File: config.mk
export PLATFORM = sky130hd
export DESIGN_NAME = ladybird_hazard_unit_flat
export DESIGN_NICKNAME = d
export VERILOG_FILES = /design/src/rtl/ladybird_hazard_unit_pkg.sv /design/src/rtl/ladybird_hazard_unit_if.sv /design/src/rtl/ladybird_hazard_unit_scoreboard.sv /design/src/rtl/ladybird_hazard_unit.sv /design/src/flat_wrapper.sv
export SDC_FILE = /design/constraint.sdc
export NUM_CORES = 1
export LEC_CHECK = 0
export CORE_UTILIZATION = 54
export CTS_CLUSTER_DIAMETER = 80
export CTS_CLUSTER_SIZE = 10
export DETAILED_ROUTE_END_ITERATION = 6
export GPL_ROUTABILITY_DRIVEN = 0
export GPL_TIMING_DRIVEN = 1
export PLACE_DENSITY = 0.81
export SETUP_SLACK_MARGIN = 0.02
export SYNTH_ARGS = -nofsm -noshare
export SYNTH_HDL_FRONTEND = slang
export SYNTH_SLANG_ARGS = --single-unit
File: constraint.sdc
create_clock -name clk -period 3.7 [get_ports clk]
set_input_delay 0.37 -clock clk [delete_from_list [all_inputs] [get_ports clk]]
set_output_delay 0.37 -clock clk [all_outputs]
set_load 0.1 [all_outputs]
File: src/rtl/ladybird_hazard_unit_pkg.sv
// Shared types and defaults for the ladybird issue/hazard controller.
package ladybird_config;

   typedef enum logic [1:0] {
      IDLE  = 2'd0,
      RUN   = 2'd1,
      DRAIN = 2'd2,
      HALT  = 2'd3
   } hazard_state_e;

   localparam int unsigned DEF_MAX_INFLIGHT = 4;
   localparam int unsigned DEF_CNT_W        = 3;

   // A source operand conflicts when it is read, is not x0 and has a pending writer.
   function automatic logic src_hazard(input logic en, input logic [4:0] addr,
                                       input logic [31:0] busy);
      return en & (addr != 5'd0) & busy[addr];
   endfunction

endpackage

File: src/rtl/ladybird_hazard_unit_if.sv
// Issue and commit handshake bundle between the core pipeline and the hazard unit.
interface ladybird_hazard_unit_if;

   logic       iss_valid;
   logic [4:0] iss_rs1;
   logic [4:0] iss_rs2;
   logic       iss_rs1_en;
   logic       iss_rs2_en;
   logic [4:0] iss_rd;
   logic       iss_wb_en;
   logic       iss_ready;

   logic       cmt_valid;
   logic [4:0] cmt_rd;
   logic       cmt_wb_en;
   logic       cmt_redirect;
   logic       cmt_trap;

   modport master (
      output iss_valid, iss_rs1, iss_rs2, iss_rs1_en, iss_rs2_en, iss_rd, iss_wb_en,
      input  iss_ready,
      output cmt_valid, cmt_rd, cmt_wb_en, cmt_redirect, cmt_trap
   );

   modport slave (
      input  iss_valid, iss_rs1, iss_rs2, iss_rs1_en, iss_rs2_en, iss_rd, iss_wb_en,
      output iss_ready,
      input  cmt_valid, cmt_rd, cmt_wb_en, cmt_redirect, cmt_trap
   );

endinterface

File: src/rtl/ladybird_hazard_unit_scoreboard.sv
// Per-register pending-writeback counters; busy[r] flags a nonzero count.
module ladybird_scoreboard #(
   parameter int unsigned CNT_W = 3
) (
   input  logic        clk,
   input  logic        nrst,
   input  logic        clear,
   input  logic        inc_en,
   input  logic [4:0]  inc_rd,
   input  logic        dec_en,
   input  logic [4:0]  dec_rd,
   output logic [31:0] busy
);

   logic [CNT_W-1:0] pend [32];
   logic [31:0]      inc_vec;
   logic [31:0]      dec_vec;

   // x0 is masked out of both decoders so it can never become pending.
   always_comb begin
      inc_vec = '0;
      dec_vec = '0;
      if (inc_en) inc_vec[inc_rd] = 1'b1;
      if (dec_en) dec_vec[dec_rd] = 1'b1;
      inc_vec[0] = 1'b0;
      dec_vec[0] = 1'b0;
   end

   always_ff @(posedge clk) begin
      if (!nrst || clear) begin
         for (int unsigned r = 0; r < 32; r++) pend[r] <= '0;
      end else begin
         pend[0] <= '0;
         for (int unsigned r = 1; r < 32; r++) begin
            case ({inc_vec[r], dec_vec[r]})
               2'b10:   pend[r] <= pend[r] + CNT_W'(1);
               2'b01:   if (pend[r] != '0) pend[r] <= pend[r] - CNT_W'(1);
               default: pend[r] <= pend[r];
            endcase
         end
      end
   end

   always_comb begin
      busy = '0;
      for (int unsigned r = 0; r < 32; r++) busy[r] = |pend[r];
   end

`ifndef SYNTHESIS
   always_ff @(posedge clk) begin
      if (nrst && dec_en && dec_rd != 5'd0)
         assert (pend[dec_rd] != '0)
         else $error("scoreboard: writeback retired for x%0d with nothing pending", dec_rd);
   end
`endif

endmodule

File: src/rtl/ladybird_hazard_unit.sv
// In-order issue controller: RAW/in-flight stall, commit flush, run/drain/halt FSM.
// Optional perf counters (stall_cycles, flush_count) under LADYBIRD_HAZARD_PERF_EN.
module ladybird_hazard_unit
   import ladybird_config::*;
#(
   parameter int unsigned MAX_INFLIGHT = DEF_MAX_INFLIGHT,
   parameter int unsigned CNT_W        = DEF_CNT_W
) (
   input  logic                 clk,
   input  logic                 nrst,
   input  logic                 start,
   input  logic                 halt_req,
   input  logic                 resume,
   ladybird_hazard_unit_if.slave bus,
   output logic                 flush,
   output logic                 fetch_en,
   output logic [1:0]           state,
   output logic [CNT_W-1:0]     inflight,
   output logic [31:0]          busy
`ifdef LADYBIRD_HAZARD_PERF_EN
   ,
   output logic [31:0]          stall_cycles,
   output logic [31:0]          flush_count
`endif
);

   if (MAX_INFLIGHT > (2 ** CNT_W) - 1) begin : g_bad_cfg
      $error("CNT_W too narrow to hold MAX_INFLIGHT");
   end

   hazard_state_e    state_q, state_d;
   logic [CNT_W-1:0] inflight_q;
   logic             hazard;
   logic             room;
   logic             ready_c;
   logic             flush_c;
   logic             fire;

   always_ff @(posedge clk) begin
      if (!nrst) state_q <= IDLE;
      else       state_q <= state_d;
   end

   always_comb begin
      state_d = state_q;
      unique case (state_q)
         IDLE:  if (start) state_d = RUN;
         RUN: begin
            if (bus.cmt_valid && bus.cmt_trap) state_d = HALT;
            else if (halt_req)                 state_d = DRAIN;
         end
         DRAIN: if (inflight_q == '0 && !bus.cmt_valid) state_d = HALT;
         HALT:  if (resume) state_d = RUN;
         default: state_d = IDLE;
      endcase
   end

   always_comb begin
      hazard  = src_hazard(bus.iss_rs1_en, bus.iss_rs1, busy) |
                src_hazard(bus.iss_rs2_en, bus.iss_rs2, busy);
      room    = 32'(inflight_q) < MAX_INFLIGHT;
      flush_c = nrst & bus.cmt_valid & (bus.cmt_redirect | bus.cmt_trap) &
                ((state_q == RUN) | (state_q == DRAIN));
      ready_c = nrst & (state_q == RUN) & ~hazard & room & ~flush_c;
      fire    = bus.iss_valid & ready_c;
   end

   assign bus.iss_ready = ready_c;
   assign flush         = flush_c;
   assign fetch_en      = (state_q == RUN);
   assign state         = state_q;
   assign inflight      = inflight_q;

   // Flush wins over any same-cycle issue or retire: everything older has committed.
   always_ff @(posedge clk) begin
      if (!nrst || flush_c) begin
         inflight_q <= '0;
      end else if (fire && !bus.cmt_valid) begin
         inflight_q <= inflight_q + CNT_W'(1);
      end else if (!fire && bus.cmt_valid && inflight_q != '0) begin
         inflight_q <= inflight_q - CNT_W'(1);
      end
   end

`ifndef SYNTHESIS
   always_ff @(posedge clk) begin
      if (nrst && bus.cmt_valid && !fire)
         assert (inflight_q != '0)
         else $error("hazard unit: commit with no instruction in flight");
   end
`endif

   ladybird_scoreboard #(
      .CNT_W (CNT_W)
   ) u_scoreboard (
      .clk    (clk),
      .nrst   (nrst),
      .clear  (flush_c),
      .inc_en (fire & bus.iss_wb_en),
      .inc_rd (bus.iss_rd),
      .dec_en (bus.cmt_valid & bus.cmt_wb_en),
      .dec_rd (bus.cmt_rd),
      .busy   (busy)
   );

`ifdef LADYBIRD_HAZARD_PERF_EN
   always_ff @(posedge clk) begin
      if (!nrst) begin
         stall_cycles <= '0;
         flush_count  <= '0;
      end else begin
         if (state_q == RUN && bus.iss_valid && !ready_c) stall_cycles <= stall_cycles + 32'd1;
         if (flush_c) flush_count <= flush_count + 32'd1;
      end
   end
`endif

endmodule

File: src/flat_wrapper.sv
// flat-port wrapper written by rule: the top's interface ports become plain ports
module ladybird_hazard_unit_flat import ladybird_config::*;
#(
   parameter int unsigned MAX_INFLIGHT = DEF_MAX_INFLIGHT,
   parameter int unsigned CNT_W        = DEF_CNT_W
)
  (clk, nrst, start, halt_req, resume, flush, fetch_en, state, inflight, busy, bus_iss_valid, bus_iss_rs1, bus_iss_rs2, bus_iss_rs1_en, bus_iss_rs2_en, bus_iss_rd, bus_iss_wb_en, bus_iss_ready, bus_cmt_valid, bus_cmt_rd, bus_cmt_wb_en, bus_cmt_redirect, bus_cmt_trap);
  ladybird_hazard_unit_if bus_i ();
  input  logic clk;
  input  logic nrst;
  input  logic start;
  input  logic halt_req;
  input  logic resume;
  output logic flush;
  output logic fetch_en;
  output logic [1:0] state;
  output logic [CNT_W-1:0] inflight;
  output logic [31:0] busy;
  input wire logic [$bits(bus_i.iss_valid)-1:0] bus_iss_valid;
  input wire logic [$bits(bus_i.iss_rs1)-1:0] bus_iss_rs1;
  input wire logic [$bits(bus_i.iss_rs2)-1:0] bus_iss_rs2;
  input wire logic [$bits(bus_i.iss_rs1_en)-1:0] bus_iss_rs1_en;
  input wire logic [$bits(bus_i.iss_rs2_en)-1:0] bus_iss_rs2_en;
  input wire logic [$bits(bus_i.iss_rd)-1:0] bus_iss_rd;
  input wire logic [$bits(bus_i.iss_wb_en)-1:0] bus_iss_wb_en;
  output wire logic [$bits(bus_i.iss_ready)-1:0] bus_iss_ready;
  input wire logic [$bits(bus_i.cmt_valid)-1:0] bus_cmt_valid;
  input wire logic [$bits(bus_i.cmt_rd)-1:0] bus_cmt_rd;
  input wire logic [$bits(bus_i.cmt_wb_en)-1:0] bus_cmt_wb_en;
  input wire logic [$bits(bus_i.cmt_redirect)-1:0] bus_cmt_redirect;
  input wire logic [$bits(bus_i.cmt_trap)-1:0] bus_cmt_trap;
  assign bus_i.iss_valid = bus_iss_valid;
  assign bus_i.iss_rs1 = bus_iss_rs1;
  assign bus_i.iss_rs2 = bus_iss_rs2;
  assign bus_i.iss_rs1_en = bus_iss_rs1_en;
  assign bus_i.iss_rs2_en = bus_iss_rs2_en;
  assign bus_i.iss_rd = bus_iss_rd;
  assign bus_i.iss_wb_en = bus_iss_wb_en;
  assign bus_iss_ready = bus_i.iss_ready;
  assign bus_i.cmt_valid = bus_cmt_valid;
  assign bus_i.cmt_rd = bus_cmt_rd;
  assign bus_i.cmt_wb_en = bus_cmt_wb_en;
  assign bus_i.cmt_redirect = bus_cmt_redirect;
  assign bus_i.cmt_trap = bus_cmt_trap;
  ladybird_hazard_unit #(.MAX_INFLIGHT(MAX_INFLIGHT), .CNT_W(CNT_W)) u_core (.clk(clk), .nrst(nrst), .start(start), .halt_req(halt_req), .resume(resume), .bus(bus_i), .flush(flush), .fetch_en(fetch_en), .state(state), .inflight(inflight), .busy(busy));
endmodule
* Word level (Yosys, flattened, before mapping) *
Memories as Yosys holds them, arrays and structs flattened.
Index checks and enable logic that the tools add are counted.

cells by class
  $add $sub $neg = 64
  $lt $le $gt $ge = 7
  equality and inequality tests = 69
  multiplexer cells = 425
  bitwise operators = 113
  reduce and logical (&&, ||, !) cells = 112

operators by type and width
  operator             count
  $mux 1               317
  $mux 3               96
  $or 1x1->1           97
  $add 3x1->3 const B  32
  $reduce_bool 3->1    32
  $reduce_or 3->1      32
  $sub 3x1->3 const B  32
  $eq 2x2->1 const B   33
  $eq 2x1->1 const B   32
  $mux 32              2
  $reduce_or 2->1      31
  $lt 5x6->1 const B   4
  $and 1x1->1          14
  $bmux 1 s5           2
  $demux 1 s5          2
  $ge 5x1->1 const B   2
  $mux 2               5
  $reduce_bool 5->1    2
  $pmux 2 s4           1
  $logic_and 1x1->1    7
  $ne 2x2->1 const B   2
  $reduce_and 4->1     1
  $logic_not 1->1      3
  $logic_not 3->1      1
  7 further kinds      8

word-level totals
  bits in registers = 5
  memory bits (writable) = 96
  bits of input ports = 33
  word-level logic and storage cells = 793
  memories = 1

memory list
  name                      depth  bits a word  rd ports  clocked after memory_dff  write ports  RTL line                               text
  u_core.u_scoreboard.pend  32     3            32        0                         32           ladybird_hazard_unit_scoreboard.sv:15  logic [CNT_W-1:0] pend [32];

* Logic depth before layout (Yosys ltp) *
An unclocked memory read counts as a cell.

  depth in word-level cells = 20
  gate-level depth with buffers = 18
  mapped depth without buffers = 17

* Cells and area by module *
From an unflattened synthesis, not the netlist that was laid out.

second synthesis, totals
  cells, all modules = 924
  area, all modules = 8669.6 µm²

by module, submodules not included
  module                times used  cells an instance  area each (µm²)
  ladybird_scoreboard   1           810                7593.5
  ladybird_hazard_unit  1           114                1076.0

* Least setup slack after synthesis *
OpenSTA, ideal clock, no wires.

  path kind = register to register
  start = memory u_core.u_scoreboard.pend[22][2], in the netlist u_core.u_scoreboard.pend[1][20]
  end = memory u_core.u_scoreboard.pend[2][2], in the netlist u_core.u_scoreboard.pend[0][8] (data pin)
  arrival = 4.240 ns
  setup slack = -0.687 ns
  stages on the path, launching flop included = 17
  cells stage by stage = edfxtp_1 or3_1 clkbuf_1 mux4_2 nor3_1 nor4_1 nand2_2 nand4_4 buf_6 or3_4 ha_1 nor2b_1 nand2_1 fa_1 xor2_1 or3_1 a21oi_1

RTL lines
  item             RTL line
  start, declared  ladybird_hazard_unit_scoreboard.sv:15

==> run summary <==
Wirelength, routed: 23.7 mm
# DRC: 0
Post-synth cell types: 65
Vias in the first global route: 7675
Main area contributors after synthesis: edfxtp_1 33%, ha_1 10%, fa_1 7.3%
Core Region: 0.0153 mm²
CTS Buffer Depth: 2
Die Y: 128 µm
Tightest Pin Transition: 1.01 ns
Clk sink count: 98
Setup crit start kind: flip-flop
Crit path largest cell delay: 0.55 ns
Fin crit period: 3.82 ns
Hold WC Path Type: reg2reg
Yosys top cell area share: 32.7%
Final Hold Viols: 0
Crit-path slowest cell: or4b_4
Buf+Inv Stages, Crit Path: 1
Clock transition at path regs: 0.07 ns
Placed cells: 1355
Synth Register Bits: 98
FFs w/ async S/R, synth: 0%
Initial DRC Count: 749
Hold Path Stages: 2
Worst EP required: 3.81 ns
EDFF count, synth: 93
CTS tree: built
CP top delay family: simple AND/OR/NAND/NOR gates
Via count: 7807
Worst Setup EP: u_core.u_scoreboard.pend[0][23]
Reg-to-reg slack, setup: -0.12 ns
Starting Density: 55.7%
Post-layout nets: 1298
Worst r2r src: u_core.u_scoreboard.pend[0][16]
Vias per cell: 5.65
Fmax: 262 MHz
Crit. End Element: flip-flop
Share of layout cells above drive strength 1: 28.0%
Clk_lat worst skew: 0.36 ns
Period utilization: 103%
Critical path origin: u_core.u_scoreboard.pend[0][16]
Post-Syn Area: 0.00853 mm²
Initial antenna violation count: 0
Slew HR: 32.6%
Critical Path Stages: 16
Critical path type: reg2reg
Final ANT Viol Nets: 0
Skew final: 0.00570 ns
Failing checks: setup timing
Area after DPL: 0.0107 mm²
Filler instances: 1074
Top Ports: 73
Area growth syn-to-layout: 31.7%
Post-synthesis sequential area ratio: 33.9%
Worst Slack Setup Final: -0.120 ns
Die area: 0.0163 mm²
Finished Cell Area: 0.0112 mm²
Num rows: 45
Worst Path Max Fanout: 15
Port bufs: 71
Mapped Nets: 1090
CTS Buf Count: 9
Ys Warns: 0
Crit path cell chain: or3_4 > mux2i_1 > nor3_1 > or4b_4 > nand4_2 > nand4_4 > buf_12 > or3_4 > ha_2 > and2_4 > nand2_1 > fa_2 > xor2_2 > nor3_1 > a21oi_1 > nor2_1
Area leader, netlist: edfxtp_1
ANT cells: 0
Final setup fails: 19
Most frequent cells in the layout: 165 x buf_4, 133 x nor2_1, 116 x inv_1
Cells after synthesis: 957
CTS HTree Levels: 3
GRT overflow: 0
Detailed Routing Iterations Pass 1: 5
Final Util: 73.4%
Non-filler instance count after layout: 1381
First-pass GRT wire length: 37.4 mm
Post-DP HPWL: 17.3 mm
Power Density: 480 mW/mm²
FF-to-FF End: u_core.u_scoreboard.pend[0][23]
Syn avg cell area: 8.91 µm²
RSZ-0062 raised after global routing: yes
R2R depth: 16
Tot GR Track Use: 29.8%
Peak VDD IR: 339 µV
Max Cap Viol: 0
Dominant synthesized flop cell: edfxtp_1
DR WL/cell: 17.2 µm
Max Slew Vio Count: 0
Status: finished, violations left
Commonest non-fill, non-tap cell in the layout: buf_4
Lkg Pwr: 4.92 nW
DIE WIDTH: 128 µm
CTS root buf: clkbuf_16
Crit path DAT: 3.93 ns
Hold buffer count at CTS: 0
Pin count of the biggest net entering global routing: 80
per-stage QoR:
step	TNS [ns]	hold WS (ns)	setup WS (ns)	total power [mW]
2_1_floorplan	-0.379	0.496	-0.0647	3.54
3_3_place_gp	-21.63	0.513	-0.466	4.23
3_5_place_dp	-31.56	0.523	-0.525	4.30
4_1_cts	-0.700	0.535	-0.0833	5.32
5_1_grt	-6.73	0.545	-0.272	5.63
6_report	-1.07	0.534	-0.120	5.39
layer usage:
metal  vias up  GRT usage [%]  wire length [µm]
li1       3628              -                 -
met1      3725           37.6              9450
met2       392           51.5             11600
met3        62           4.38              2080
met4         0           12.1               616
met5         -              0                 0
cells in the mapped netlist (all sizes together), types with 2 or more instances:
master,instances
nand2,85
nand3b,5
or3,58
ha,69
nand4,4
o21ai,39
a2111oi,2
mux2i,7
a2111o,3
nand2b,3
o31ai,17
dfxtp,5
and4,2
xor2,29
a41oi,4
inv,148
a211oi,4
clkbuf,28
mux4,4
fa,31
xnor2,15
o2111ai,4
nor2b,8
a21o,2
nor3b,5
o211a,2
nand4b,3
nor2,133
buf,14
nor3,31
nor4,6
o211ai,2
edfxtp,93
mux2,2
and3b,2
and2,14
a21oi,35
nand3,23
worst register-to-register path: cells and delay by family (launching register included):
family	cells	cell delay (ns)
AO/OA/AOI/OAI	1	0.18
multiplexers	1	0.19
AND/OR/NAND/NOR	10	2.06
adder cells (fa/ha/maj)	2	0.41
XOR/XNOR	1	0.17
flip-flops	1	0.39
buffers and inverters	1	0.18
power by group:
| part | switching [mW] | total [mW] | internal (mW) |
|---|---|---|---|
| clock | 0.444 | 0.968 | 0.524 |
| combinational | 1.77 | 2.73 | 0.959 |
| sequential | 0.164 | 1.69 | 1.53 |
| total | 2.38 | 5.39 | 3.01 |
cell families (layout without fill, tap and decap cells):
group           after synthesis  count (layout)  share of synthesized area [%]
flops                        98              98                           33.9
xor+xnor                     44              44                           4.52
simple gates                387             387                           23.8
other cells                   1               1                         0.0440
buf+inv                     190             403                           8.86
fa+ha+maj                   100             100                           17.4
compound gates              124             124                           9.30
mux                          13              13                           2.14
state kept, by name (all words and copies together) (netlist names):
signal	flops
u_core.u_scoreboard.pend	93
u_core.inflight	3
u_core.state	2
layout make-up:
type | count | area (µm²) | share of cell area (%)
Clock buffer | 9 | 225 | 2.00
Clock inverter | 7 | 67.6 | 0.601
Inverter | 148 | 563 | 5.01
Multi-Input combinational cell | 669 | 5200 | 46.3
Sequential cell | 98 | 2900 | 25.8
Tap cell | 211 | 264 | 2.35
Timing Repair Buffer | 239 | 2020 | 18.0
how the worst min path moves through the flow:
stage | endpoint | slack [ns] | start
final | u_core.inflight[1] | 0.53 | u_core.inflight[1]
after global routing | u_core.inflight[2] | 0.55 | u_core.inflight[2]
after CTS | u_core.inflight[2] | 0.53 | u_core.inflight[2]
after detailed placement | u_core.inflight[2] | 0.52 | u_core.inflight[2]
after global placement | u_core.inflight[1] | 0.51 | u_core.inflight[1]
after floorplan | u_core.state[0] | 0.50 | nrst
what timing repair did:
item / in CTS / in global routing
gates resized for setup: 9 / 22
setup endpoints to repair: 28 / 81
pin swaps: 2 / 11
setup buffers: 7 / 3
Power figures use the tool's default switching activity.
